===== src/rtl/seq_mult_param.sv =====
// Sequential WIDTH x WIDTH unsigned multiplier that forms one DIGIT x DIGIT partial
// product per clock, aligns it by its digit position and accumulates into a 2*WIDTH result.
module seq_mult_param #(
  parameter int WIDTH = 8,
  parameter int DIGIT = 4
) (
  input  logic                 clk,
  input  logic                 reset_a,
  input  logic                 start,
  input  logic [WIDTH-1:0]     dataa,
  input  logic [WIDTH-1:0]     datab,
  output logic [2*WIDTH-1:0]   product,
  output logic                 busy,
  output logic                 done
);

  localparam int N     = WIDTH / DIGIT;
  localparam int IDX_W = (N > 1) ? $clog2(N) : 1;
  localparam int POS_W = IDX_W + 1;
  localparam int PW    = 2 * WIDTH;
  localparam int PDW   = 2 * DIGIT;
  localparam logic [IDX_W-1:0] LAST = IDX_W'(N - 1);

  typedef enum logic {IDLE, CALC} state_t;

  state_t             state_q, state_d;
  logic [WIDTH-1:0]   a_q, a_d, b_q, b_d;
  logic [PW-1:0]      acc_q, acc_d, prod_q, prod_d;
  logic [IDX_W-1:0]   i_q, i_d, j_q, j_d;
  logic               busy_q, busy_d, done_q, done_d;

  logic [DIGIT-1:0]   a_dig, b_dig;
  logic [PDW-1:0]     pp;
  logic [POS_W-1:0]   pos;
  logic [PW-1:0]      pp_sh, acc_sum;

  // Constant-index mux keeps the digit select free of out-of-range part-selects.
  function automatic logic [DIGIT-1:0] digit_at(input logic [WIDTH-1:0] v,
                                                input logic [IDX_W-1:0] idx);
    logic [DIGIT-1:0] d;
    d = '0;
    for (int k = 0; k < N; k++) begin
      if (idx == IDX_W'(k)) d = v[k*DIGIT +: DIGIT];
    end
    return d;
  endfunction

  function automatic logic [PW-1:0] align(input logic [PDW-1:0] p,
                                          input logic [POS_W-1:0] where);
    logic [PW-1:0] r;
    r = '0;
    for (int s = 0; s <= 2*(N-1); s++) begin
      if (where == POS_W'(s)) r = PW'(p) << (s * DIGIT);
    end
    return r;
  endfunction

  always_comb begin
    a_dig   = digit_at(a_q, i_q);
    b_dig   = digit_at(b_q, j_q);
    pp      = PDW'(a_dig) * PDW'(b_dig);
    pos     = {1'b0, i_q} + {1'b0, j_q};
    pp_sh   = align(pp, pos);
    acc_sum = acc_q + pp_sh;
  end

  always_comb begin
    state_d = state_q;
    a_d     = a_q;
    b_d     = b_q;
    acc_d   = acc_q;
    prod_d  = prod_q;
    i_d     = i_q;
    j_d     = j_q;
    busy_d  = busy_q;
    done_d  = 1'b0;
    case (state_q)
      IDLE: begin
        if (start) begin
          a_d     = dataa;
          b_d     = datab;
          acc_d   = '0;
          i_d     = '0;
          j_d     = '0;
          busy_d  = 1'b1;
          state_d = CALC;
        end
      end
      CALC: begin
        acc_d = acc_sum;
        if (i_q == LAST && j_q == LAST) begin
          prod_d  = acc_sum;
          done_d  = 1'b1;
          busy_d  = 1'b0;
          i_d     = '0;
          j_d     = '0;
          state_d = IDLE;
        end else if (j_q == LAST) begin
          j_d = '0;
          i_d = i_q + IDX_W'(1);
        end else begin
          j_d = j_q + IDX_W'(1);
        end
      end
      default: state_d = IDLE;
    endcase
  end

  always_ff @(posedge clk or negedge reset_a) begin
    if (!reset_a) begin
      state_q <= IDLE;
      a_q     <= '0;
      b_q     <= '0;
      acc_q   <= '0;
      prod_q  <= '0;
      i_q     <= '0;
      j_q     <= '0;
      busy_q  <= 1'b0;
      done_q  <= 1'b0;
    end else begin
      state_q <= state_d;
      a_q     <= a_d;
      b_q     <= b_d;
      acc_q   <= acc_d;
      prod_q  <= prod_d;
      i_q     <= i_d;
      j_q     <= j_d;
      busy_q  <= busy_d;
      done_q  <= done_d;
    end
  end

  assign product = prod_q;
  assign busy    = busy_q;
  assign done    = done_q;

endmodule

===== config.mk =====
export PLATFORM = sky130hd
export DESIGN_NAME = seq_mult_param
export DESIGN_NICKNAME = d
export VERILOG_FILES = /design/src/rtl/seq_mult_param.sv
export SDC_FILE = /design/constraint.sdc
export NUM_CORES = 1
export LEC_CHECK = 0
export ABC_AREA = 1
export CORE_ASPECT_RATIO = 0.5
export CORE_MARGIN = 3
export CORE_UTILIZATION = 25
export DETAILED_ROUTE_END_ITERATION = 10
export PLACE_DENSITY = 0.5
export SLEW_MARGIN = 10
export SYNTH_ARGS = -nofsm -noshare
export SYNTH_HDL_FRONTEND = slang
export SYNTH_SLANG_ARGS = --single-unit
export TNS_END_PERCENT = 50

===== constraint.sdc =====
create_clock -name clk -period 5 [get_ports clk]
set_input_delay 1 -clock clk [delete_from_list [all_inputs] [get_ports clk]]
set_output_delay 1 -clock clk [all_outputs]
set_load 0.05 [all_outputs]

== Word level (Yosys, flattened, before mapping) ==
Index checks and enable logic that the tools add are counted.

* ROM bits: 0
* Flip-flop bits (word level): 53
* Memories kept: 0
* Output and inout bits: 18
* Bits of input ports: 19
* Latch bits: 0
* Memory bits (writable): 0
* Word-level logic and storage cells: 48

* Multipliers: 1
* Equal/unequal tests: 5
* Multiplexer cells: 22
* Reduce and logical (&&, ||, !) cells: 6
* Add/sub/neg operators: 4
* Div/mod/pow operators: 0
* Shift operators: 0
* Magnitude comparators: 0
* Bitwise logic cells: 1

{| class="wikitable"
|+ Operator list
! kind !! number
|-
| 2-to-1 mux 16 bit || 2
|-
| one-hot mux 16 bit (2 select lines) || 1
|-
| adder 16 bit || 1
|-
| 2-to-1 mux 12 bit || 1
|-
| 2-to-1 mux 1 bit || 11
|-
| multiplier 4 x 4 -> 8 bit || 1
|-
| 2-to-1 mux 4 bit || 2
|-
| 2-to-1 mux 8 bit || 1
|-
| one-hot mux 1 bit (2 select lines) || 4
|-
| AND reduction 2 bit || 4
|-
| != test 3 x 1 -> 1 bit, second input constant || 1
|-
| adder 1 bit, second input constant || 2
|-
| adder 1 x 1 -> 2 bit || 1
|-
| equality test 2 x 1 -> 1 bit, second input constant || 1
|-
| equality test 2 bit, second input constant || 1
|-
| zero test 2 bit || 1
|-
| != test 2 x 1 -> 1 bit, second input constant || 1
|-
| != test 2 bit, second input constant || 1
|-
| logical AND 1 bit || 1
|-
| NOT 1 bit || 1
|}

== Depth between registers and ports, before layout ==
Gate-level depths: netlist of run 1.

* Word-level depth: 7
* Depth in mapped cells: 25
* Mapped depth without buffers: 24

== Worst setup path before layout of run 1 ==
OpenSTA, ideal clock, no wires.

* Path kind: reg-to-reg
* Start point: reg j_q
* End point: reg prod_q[13] (netlist: product[13])
* Library setup time: 0.118 ns
* Setup slack: 0.528 ns
* Cell stages (with the launch flop): 21
* Path buffers: 1
* Required time: 4.882 ns
* Arrival time: 4.354 ns
* Clock period less this slack: 4.472 ns
* Cells stage by stage: dfrtp_1 > buf_4 > mux2i_1 > or2_2 > fa_1 > inv_1 > fa_1 > inv_1 > fa_1 > or2_2 > nand2_1 > a21oi_1 > xor2_1 > o22ai_1 > ha_1 > a21oi_1 > nor2_1 > nor3_2 > nand3b_1 > nand3_1 > nand2_1

* Longest elaborated chain between the ends: 6
* Elaborated cells on any way between the ends: 12
* Classes of those cells: add/sub: 2; mul: 1; eq/ne: 2; mux: 4; reduce/logical: 3

{| class="wikitable"
|+ RTL lines
! element !! line !! RTL
|-
| from (decl) || 29 || <nowiki>logic [IDX_W-1:0] i_q, i_d, j_q, j_d;</nowiki>
|-
| from (signal assigned) || 127 || <nowiki>j_q <= j_d;</nowiki>
|-
| 2-to-1 mux 4 bit / adder 1 x 1 -> 2 bit (equally long branches) || 43, 62 ||
|-
| multiplier 4 x 4 -> 8 bit / zero test 2 bit (equally long branches) || 61, 53 ||
|-
| 2-to-1 mux 8 bit || 53 || <nowiki>if (where == POS_W'(s)) r = PW'(p) << (s * DIGIT);</nowiki>
|-
| 2-to-1 mux 12 bit || 53 ||
|-
| 2-to-1 mux 16 bit || 53 ||
|-
| adder 16 bit || 64 || <nowiki>acc_sum = acc_q + pp_sh;</nowiki>
|-
| to (signal assigned) || 125 || <nowiki>prod_q <= prod_d;</nowiki>
|-
| to (decl) || 28 || <nowiki>logic [PW-1:0] acc_q, acc_d, prod_q, prod_d;</nowiki>
|}

Parallel ways exist; a longest one is shown, timed or not.
A chain may end at the register's enable or synchronous reset.

== Worst setup path in the final report of run 1 ==
* Start point: reg i_q
* End point: reg acc_q[15]

* Longest elaborated chain between the ends: 7
* Elaborated cells on any way between the ends: 11
* Classes of those cells: add/sub: 2; mul: 1; eq/ne: 2; mux: 5; reduce/logical: 1

{| class="wikitable"
|+ RTL lines
! element !! line !! RTL
|-
| from (decl) || 29 ||
|-
| from (signal assigned) || 126 || <nowiki>i_q <= i_d;</nowiki>
|-
| 2-to-1 mux 4 bit / adder 1 x 1 -> 2 bit (equally long branches) || 43, 62 ||
|-
| multiplier 4 x 4 -> 8 bit / zero test 2 bit (equally long branches) || 61, 53 ||
|-
| 2-to-1 mux 8 bit || 53 ||
|-
| 2-to-1 mux 12 bit || 53 ||
|-
| 2-to-1 mux 16 bit * || 53 ||
|-
| adder 16 bit * || 64 ||
|-
| one-hot mux 16 bit (2 select lines) * || 77 || <nowiki>case (state_q)</nowiki>
|-
| to (signal assigned) || 114 || <nowiki>acc_q <= '0;</nowiki>
|-
| to (signal assigned) || 124 || <nowiki>acc_q <= acc_d;</nowiki>
|-
| to (decl) || 28 ||
|}

Mark *: on every way between the ends. The rest lies on a longest branch, timed or not.

==> flow_metrics.py, run 1 <==
metrics = {
    "run_status": {
        "status": "finished clean",
    },
    "finish": {
        "antenna_cells": 0,
        "area_growth_pct": 23.6,
        "multi_input_area_um2": 1980,
        "fillers": 1374,
        "fin_nets": 504,
        "fin_util_pct": 32.4,
        "final_common_cell": "nand2_1",
        "drive_gt1_share_pct": 13.9,
        "seqCellArea_um2": 1330,
        "layout_common_cells": "nand2_1, dfrtp_1, nor2_1, clkdlybuf4s50_1, nand3_1",
    },
    "setup_path": {
        "cp_num_buf_inv": 3,
        "cp.required_ps": 5190,
        "crit_path_start_kind": "flop",
        "r2r_slack_ps": 290,
        "crit_type": "flop to flop",
        "slowest_delay_ps": 550,
        "cp_cell_sequence": "mux2i_2, or2_2, fa_1, inv_1, fa_1, inv_1, fa_1, or2_2, nand2_1, a21oi_1, xor2_1, buf_4, nor2_1, ha_1, nand2_1, nor2_2, and3_2, nand2_1, nand2_2, nand3_1, nand3_1, nand2_1",
        "crit_family": "adder cells",
        "critPathSlowestCell": "fa_1",
        "crit_fanout": 6,
        "path_common_cell": "nand2_1",
        "cp-end-kind": "flop",
        "cp.arrival_ps": 4890,
    },
    "sta": {
        "worst_slack_ps": 293,
        "max_freq_mhz": 212,
        "worst_pin_slew_ps": 801,
        "fin_tns_setup_ps": 0,
        "setup_viol": 0,
        "slew_headroom_pct": 46.4,
        "finalCriticalPeriod_ps": 4710,
        "fin_crit_sh_pct": 94.1,
        "hold_violations": 0,
        "slew_viol_final": 0,
        "hold_ws_ps": 481,
        "finClkSkew_ps": 8.97,
    },
    "floorplanning": {
        "die_h_um": 88.5,
        "core.rowCount": 29,
        "core-area_um2": 13000,
        "dieArea_um2": 15100,
        "io-pin-count": 37,
        "initial_core_util_pct": 26.2,
        "die_w_um": 171,
    },
    "detailed_routing": {
        "vias_per_cell": 4.45,
        "drtAntennaViolNets": 0,
        "firstDrtPassIters": 4,
        "routed_wl_um": 8140,
        "drt-initial-drc-count": 126,
        "remaining_drc_errors": 0,
        "vias": 2765,
        "wl_per_cell_um": 13.1,
    },
    "placement": {
        "numPortBuffers": 36,
        "pre_cts_ws_ps": 133,
        "gp_congestion": 0.876,
        "dp.final_hpwl_um": 6130,
    },
    "logic_synthesis": {
        "ys_types": 32,
        "synth_area_um2": 3410,
        "synth-seq-area-share_pct": 38.9,
        "synth_area_leaders": "dfrtp_1, nand2_1, ha_1, mux2_2, nand3_1",
        "synth_seq_cells": 53,
        "yosysWarnings": 0,
        "synthCells": 408,
        "synth_fp_nets": 461,
        "yosysTopAreaCellShare_pct": 38.9,
        "synth_area_per_cell_um2": 8.35,
        "yosys.area.top_type": "dfrtp_1",
    },
    "clock_tree": {
        "cts_max_level": 2,
        "clk_pin_slew_ps": 80,
        "clk_path_buf_depth": 2,
        "clock_sinks": 53,
        "postCtsHoldBufs": 0,
        "clk_latency_ps": 300,
        "cts_tree": "yes",
        "numCtsBuffers": 5,
        "cts_root_buf": "clkbuf_16",
    },
    "global_routing": {
        "grt_pass1_wl_um": 13800,
        "grt_pass1_vias": 2844,
        "grt_overflow": 0,
        "grt_start_max_net_pins": 54,
        "grt_use_total_pct": 11.3,
        "antenna_found_initial": 0,
    },
    "job": {
        "drv_cap": 0,
    },
    "hold_path": {
        "hold_path.class": "flop to flop",
    },
}
[cells by family (layout without fill, tap and decap cells)]
kind of cell               Yosys count  in the layout  share of synthesized area, %
and+or+nand+nor                    201            201                          25.2
xor gates and xnor gates             9              9                          2.31
adders and majority gates           34             34                          13.6
buffers and inverters               40             84                          4.85
muxes                               24             24                          7.64
DFF                                 53             53                          38.9
AOI/OAI and AO/OA                   47             47                          7.53
[synthesized netlist by cell type (all sizes together)]
cell,number
mux2,16
buf,6
a21oi,14
xnor2,6
dfrtp,53
nor2,40
ha,29
or2,6
a21o,1
xor2,3
nand2,113
o21ai,23
nand3,30
and2,1
o21bai,1
nor3b,1
inv,31
fa,5
and3,1
mux2i,8
o22ai,7
nand4,3
clkbuf,3
nor3,2
a211o,1
nand3b,4
[state kept, by name, summed over array words and instances, names as in the netlist]
signal,flops
acc_q,16
product,16
a_q,8
b_q,8
busy,1
done,1
i_q,1
j_q,1
state_q,1
[per-stage QoR]
step	area (µm²)	instances
6_report	4210	622
5_1_grt	4210	622
3_3_place_gp	3960	609
4_1_cts	4100	617
3_5_place_dp	3960	609
2_1_floorplan	3410	408
[layer usage]
| layer | up-vias | routed length (µm) | global-route usage [%] |
|---|---|---|---|
| met4 | 0 | 69 | 2.41 |
| met1 | 1296 | 4240 | 15.3 |
| met3 | 7 | 198 | 2.32 |
| met2 | 30 | 3630 | 18.9 |
| met5 | - | 0 | 0 |
| li1 | 1432 | - | - |
[path summary, 6_finish.rpt]
kind | start | endpoint | cells after the start
min in group asynchronous | reset_a | product[11] | 2
max | i_q | acc_q[15] | 22
max reg2reg | i_q | acc_q[15] | 22
min | product[11] | product[11] | 2
min reg2reg | product[11] | product[11] | 2
max in group asynchronous | reset_a | j_q | 2
[repair_timing]
action	4_1_cts	5_1_grt
setup endpoints to repair	0	20
resized for setup	0	15
setup buffers	0	5
[tightest hold or removal path, stage by stage, from the launching register on]
cell and delay, ps:
dfrtp_1 350, nand2_1 60, nand2_1 50
[final cells by class]
cell class / instances / area share (%)
clock buffer: 5 / 2.97
inverter: 31 / 2.76
tap: 170 / 5.05
sequential: 53 / 31.6
multi-input combinational: 315 / 47.1
clock inverter: 3 / 0.505
timing repair buffer: 45 / 10.0
Power of run 1 is not shown: default switching activity piles up to over one toggle a cycle in this logic, so the estimate is an artifact.
==> run 2: changes to the inputs <==
- CTS_CLUSTER_SIZE: default -> 40
- RECOVER_POWER: default -> 100
==> run 2 against run 1 <==
Effect of this change:
- the run now ends with max-capacitance violations, max-slew violations left
- sequential cell count stayed put
- critical path depth stayed put
- sequential share of layout area is 0.075 points higher
- via count barely moved
- largest cell class unchanged
==> flow_metrics.py, run 2 (synthesis gave the netlist of run 1 again) <==
metrics = {
    "detailed_routing": {
        "vias": 2767,
        "routed_wl_um": 8150,
        "drt-initial-drc-count": 127,
        "firstDrtPassIters": 4,
        "drtAntennaViolNets": 0,
        "wl_per_cell_um": 13.1,
        "remaining_drc_errors": 0,
        "vias_per_cell": 4.45,
    },
    "global_routing": {
        "grt_pass1_vias": 2844,
        "antenna_found_initial": 0,
        "grt_use_total_pct": 11.3,
        "grt_overflow": 0,
        "grt_pass1_wl_um": 13800,
        "grt_start_max_net_pins": 54,
    },
    "clock_tree": {
        "cts_tree": "yes",
        "cts_root_buf": "clkbuf_16",
        "clk_pin_slew_ps": 80,
        "cts_max_level": 2,
        "clock_sinks": 53,
        "numCtsBuffers": 5,
        "postCtsHoldBufs": 0,
        "clk_latency_ps": 300,
        "clk_path_buf_depth": 2,
    },
    "sta": {
        "worst_pin_slew_ps": 2900,
        "fin_tns_setup_ps": 0,
        "max_freq_mhz": 212,
        "slew_headroom_pct": -93.3,
        "hold_violations": 0,
        "finClkSkew_ps": 9.00,
        "setup_viol": 0,
        "fin_crit_sh_pct": 94.1,
        "finalCriticalPeriod_ps": 4710,
        "slew_viol_final": 54,
    },
    "placement": {
        "gp_congestion": 0.876,
        "dpl-instance-area_um2": 3960,
        "numPortBuffers": 36,
        "dp_cells": 609,
        "dp.final_hpwl_um": 6130,
    },
    "setup_path": {
        "r2r_slack_ps": 290,
        "rr_worst_depth": 22,
        "cp.arrival_ps": 4890,
        "cp-end-kind": "flop",
        "crit_path_end": "acc_q[15]",
        "critPathLaunch": "i_q",
        "worst_r2r_endpoint": "acc_q[15]",
        "worstReg2RegStart": "i_q",
        "cp.required_ps": 5190,
        "crit_path_start_kind": "flop",
        "crit_type": "flop to flop",
        "crit_fanout": 6,
    },
    "hold_path": {
        "hold_path.class": "flop to flop",
    },
    "finish": {
        "stdcell_count": 622,
        "fin_area_um2": 4200,
        "area_growth_pct": 23.3,
        "antenna_cells": 0,
        "drive_gt1_share_pct": 13.1,
        "layout_common_cells": "nand2_1, dfrtp_1, nor2_1, clkdlybuf4s50_1",
        "fin_nets": 504,
        "final_common_cell": "nand2_1",
    },
    "run_status": {
        "violations": "max-capacitance violations, max-slew violations",
        "status": "complete, but fails checks",
    },
    "floorplanning": {
        "initial_core_util_pct": 26.2,
        "die_h_um": 88.5,
        "core.rowCount": 29,
        "core-area_um2": 13000,
        "dieArea_um2": 15100,
        "die_w_um": 171,
        "io-pin-count": 37,
    },
    "job": {
        "drv_cap": 1,
    },
}
run 2: changes by cell type in the layout (fill, tap and decap cells not counted), sizes merged:
cell | previous run | this run
clkdlybuf4s50 | 35 | 34
buf | 10 | 8
clkbuf | 5 | 7
dlygate4sd3 | 0 | 1
run 2: worst min-delay path by stage:
stage / depth (start not counted) / startpoint / end / slack, ps
finish: 2 / product[11] / product[11] / 480
CTS: 2 / product[11] / product[11] / 490
global route: 2 / product[11] / product[11] / 510
global placement: 2 / product[12] / product[12] / 470
floorplan: 2 / acc_q[10] / acc_q[10] / 460
detailed placement: 2 / product[11] / product[11] / 470
run 2: metal layers:
metal / global-route usage [%] / vias up / share of wire (%)
li1: - / 1431 / -
met1: 15.3 / 1299 / 52
met2: 18.9 / 30 / 45
met3: 2.32 / 7 / 2.4
met4: 2.41 / 0 / 0.85
met5: 0 / - / 0
run 2: what timing repair did:
| action | CTS | global route |
|---|---|---|
| setup endpoints to repair | 0 | 20 |
| setup buffers | 0 | 5 |
| resized for setup | 0 | 15 |
run 2: cell type report:
class	instances	area (µm²)
multi-input combinational	315	1980
sequential	53	1330
clock buffer	5	125
fill	1375	8790
inverter	31	116
timing repair buffer	45	415
clock inverter	3	21.3
tap	170	213
run 2: per-stage QoR:
stage          hold slack (ps)  setup WS, ps  utilization (%)
2_1_floorplan              455           528                -
3_3_place_gp               465           244             30.5
3_5_place_dp               467           133             30.5
4_1_cts                    487           108             31.6
5_1_grt                    510         -4.34             32.3
6_report                   481           293             32.3
run 2: worst max-delay path: stages (launching register included):
cell and delay [ps]:
dfrtp_2 480, mux2i_2 200, or2_2 300, fa_1 540, inv_1 60, fa_1 550
inv_1 60, fa_1 420, or2_2 310, nand2_1 60, a21oi_1 60, xor2_1 160
buf_4 150, nor2_1 200, ha_1 240, nand2_1 80, nor2_2 120, and3_2 180
nand2_1 60, nand2_2 90, nand3_1 100, nand3_1 90, nand2_1 60
Power of run 2 is left out for the same reason.
==> variant (config.mk and constraints of run 2) <==
`prod_q` no longer has a reset.
--- a/src/rtl/seq_mult_param.sv
+++ b/src/rtl/seq_mult_param.sv
@@ -112,7 +112,6 @@
       a_q     <= '0;
       b_q     <= '0;
       acc_q   <= '0;
-      prod_q  <= '0;
       i_q     <= '0;
       j_q     <= '0;
       busy_q  <= 1'b0;
@@ -122,7 +121,6 @@
       a_q     <= a_d;
       b_q     <= b_d;
       acc_q   <= acc_d;
-      prod_q  <= prod_d;
       i_q     <= i_d;
       j_q     <= j_d;
       busy_q  <= busy_d;
@@ -130,6 +128,10 @@
     end
   end
 
+  always_ff @(posedge clk) begin
+    prod_q <= prod_d;
+  end
+
   assign product = prod_q;
   assign busy    = busy_q;
   assign done    = done_q;
Behaviour: not the same (Yosys sat finds a counterexample within 10 cycles, from zero or initial values and one cycle with reset_a low; the reset may be asserted at any time).
==> variant against run 2 <==
Count of clock-buffer cells in the layout up 1; design area decreased by 2.9%; the run still ends with max-capacitance violations, max-slew violations left; sequential share of layout area rose by 2.9 points; fmax decreased by 0.39%; utilization down 0.85 points; critical path type unchanged; critical endpoint is now product[15]; wire length down 8.0%; largest cell class unchanged; clock skew fell by 0.0051 ns; setup slack got worse by 0.018 ns; die area down 0.63%; final cell count fell by 7.7%; sequential cell count unchanged; area after synthesis is 0.66% lower.
Power is not shown: default switching activity piles up to over one toggle a cycle in this logic, so the estimate is an artifact.
==> variant: results (changes against run 2) <==
[critical_path]
slowest_delay_ns=0.55  ; about the same
path_max_fanout=5  ; was 6
worst_path_max_delay_cell=fa_1  ; unchanged
crit_arrival_ns=4.78  ; was 4.89 ns

[timing]
finClkSkew_ns=0.00389  ; was 0.00900 ns
timing.final.max_slew_violations=38  ; was 54
setup-violations-final=0  ; unchanged
worst-slew-pin-transition_ns=2.10  ; was 2.90 ns

[clock_tree]
cts_tree=yes  ; unchanged
root_buffer=clkbuf_16  ; unchanged
htree_levels=2  ; unchanged
cts_inserted_buffers=5  ; unchanged
clock_insertion_delay_worst_skew_ns=0.30  ; about the same
clkSlewWorstSetupHoldPaths_ns=0.06  ; was 0.08 ns

[placed_design]
hpwl_um=5750  ; was 6130 um
placement.cell_area_sq_mm=0.00390  ; was 0.00396 sq mm
routabilityCongestion=0.848  ; was 0.876
place_inst=561  ; was 609

[run_status]
violations_in_the_final_reports=max-capacitance violations, max-slew violations  ; unchanged
outcome=finished, violations left  ; unchanged

[synthesis]
top_post_synthesis_cells_by_count=nand2_1, dfrtp_1, nor2_1, inv_1, ha_1  ; was nand2_1, dfrtp_1, nor2_1, nand3_1
ys_async_rst_share_pct=69.8  ; was 100%
post_synthesis_net_count=415  ; was 461
synth.area.top_cells=dfrtp_1, edfxtp_1, ha_1  ; was dfrtp_1, nand2_1, ha_1
synth-edff-count=16  ; was 0
synth-seq-area-share_pct=41.6  ; was 38.9%
postSynthAreaPerCell_sq_um=9.35  ; was 8.35 sq um
synth_cell_type_count=35  ; was 32

[route]
routed_wl_um=7500  ; was 8150 um
dr.pass1.iters=5  ; was 4
dr_total_vias=2453  ; was 2767
routed_via_density=4.27  ; was 4.45
drtIter0Drc=145  ; was 127

[global_route]
wire_length_of_the_first_global_routing_pass_um=12400  ; was 13800 um
grt_max_degree=38  ; was 54
grt_util_all_layers_pct=10.5  ; was 11.3%

[job]
max_cap_viol_count=1  ; unchanged

[final_layout]
fraction_of_final_layout_cells_sized_beyond_drive_strength_1_pct=13.4  ; was 13.1%
n_antenna_cell=0  ; unchanged
final_net_count=456  ; was 504

variant: stage by stage:
stage,hold WS [ns],utilization [%],worst slack [ns]
after floorplan,0.455,-,0.360
final,0.492,31.5,0.275
after detailed placement,0.476,30.1,0.116
after CTS,0.497,31.2,0.0971
after global routing,0.518,31.5,0.00513
after global placement,0.480,30.1,0.229
variant: worst max-delay path: cells and delay by family (launching register included):
family	cells	cell delay, ns
fa+ha+maj	4	1.74
buf+inv	3	0.18
xor+xnor	1	0.23
simple gates	10	1.33
compound gates	3	0.33
mux	1	0.21
flops	1	0.45
variant: repair_timing:
action	in CTS	in global routing
resized for setup	0	10
setup buffers	0	5
endpoints found under the setup margin	0	11
variant: routing by layer:
| metal | up-vias | wire length, um | track usage, % |
|---|---|---|---|
| met4 | 0 | 74 | 2.65 |
| met1 | 1128 | 4070 | 14.7 |
| met5 | - | 0 | 0 |
| li1 | 1283 | - | - |
| met3 | 8 | 279 | 2.37 |
| met2 | 34 | 3080 | 16.6 |
variant: cells by family after synthesis:
| kind of cell | after synthesis | synth area share, % |
|---|---|---|
| simple gates | 157 | 20.2 |
| fa+ha+maj | 34 | 13.7 |
| flops | 53 | 41.6 |
| mux | 24 | 7.69 |
| xor+xnor | 12 | 3.77 |
| buf+inv | 43 | 5.80 |
| compound gates | 39 | 7.28 |
variant: path summary, 6_finish.rpt:
| kind | depth (start not counted) | slack, ns | startpoint | to |
|---|---|---|---|---|
| max | 22 | 0.28 | i_q | product[15] |
| min | 2 | 0.49 | acc_q[11] | acc_q[11] |
| max reg2reg | 22 | 0.28 | i_q | product[15] |
| min reg2reg | 2 | 0.49 | acc_q[11] | acc_q[11] |
| max in group asynchronous | 1 | 2.32 | reset_a | i_q |
| min in group asynchronous | 1 | 1.29 | reset_a | acc_q[14] |
variant: final cells by class:
class	instances	area [sq um]
clock inverters	2	8.76
well taps	170	213
clock buffers	6	139
multi-input cells	266	1780
fillers	1355	8870
flip-flops and latches	53	1410
inverters	35	131
repair buffers	42	399
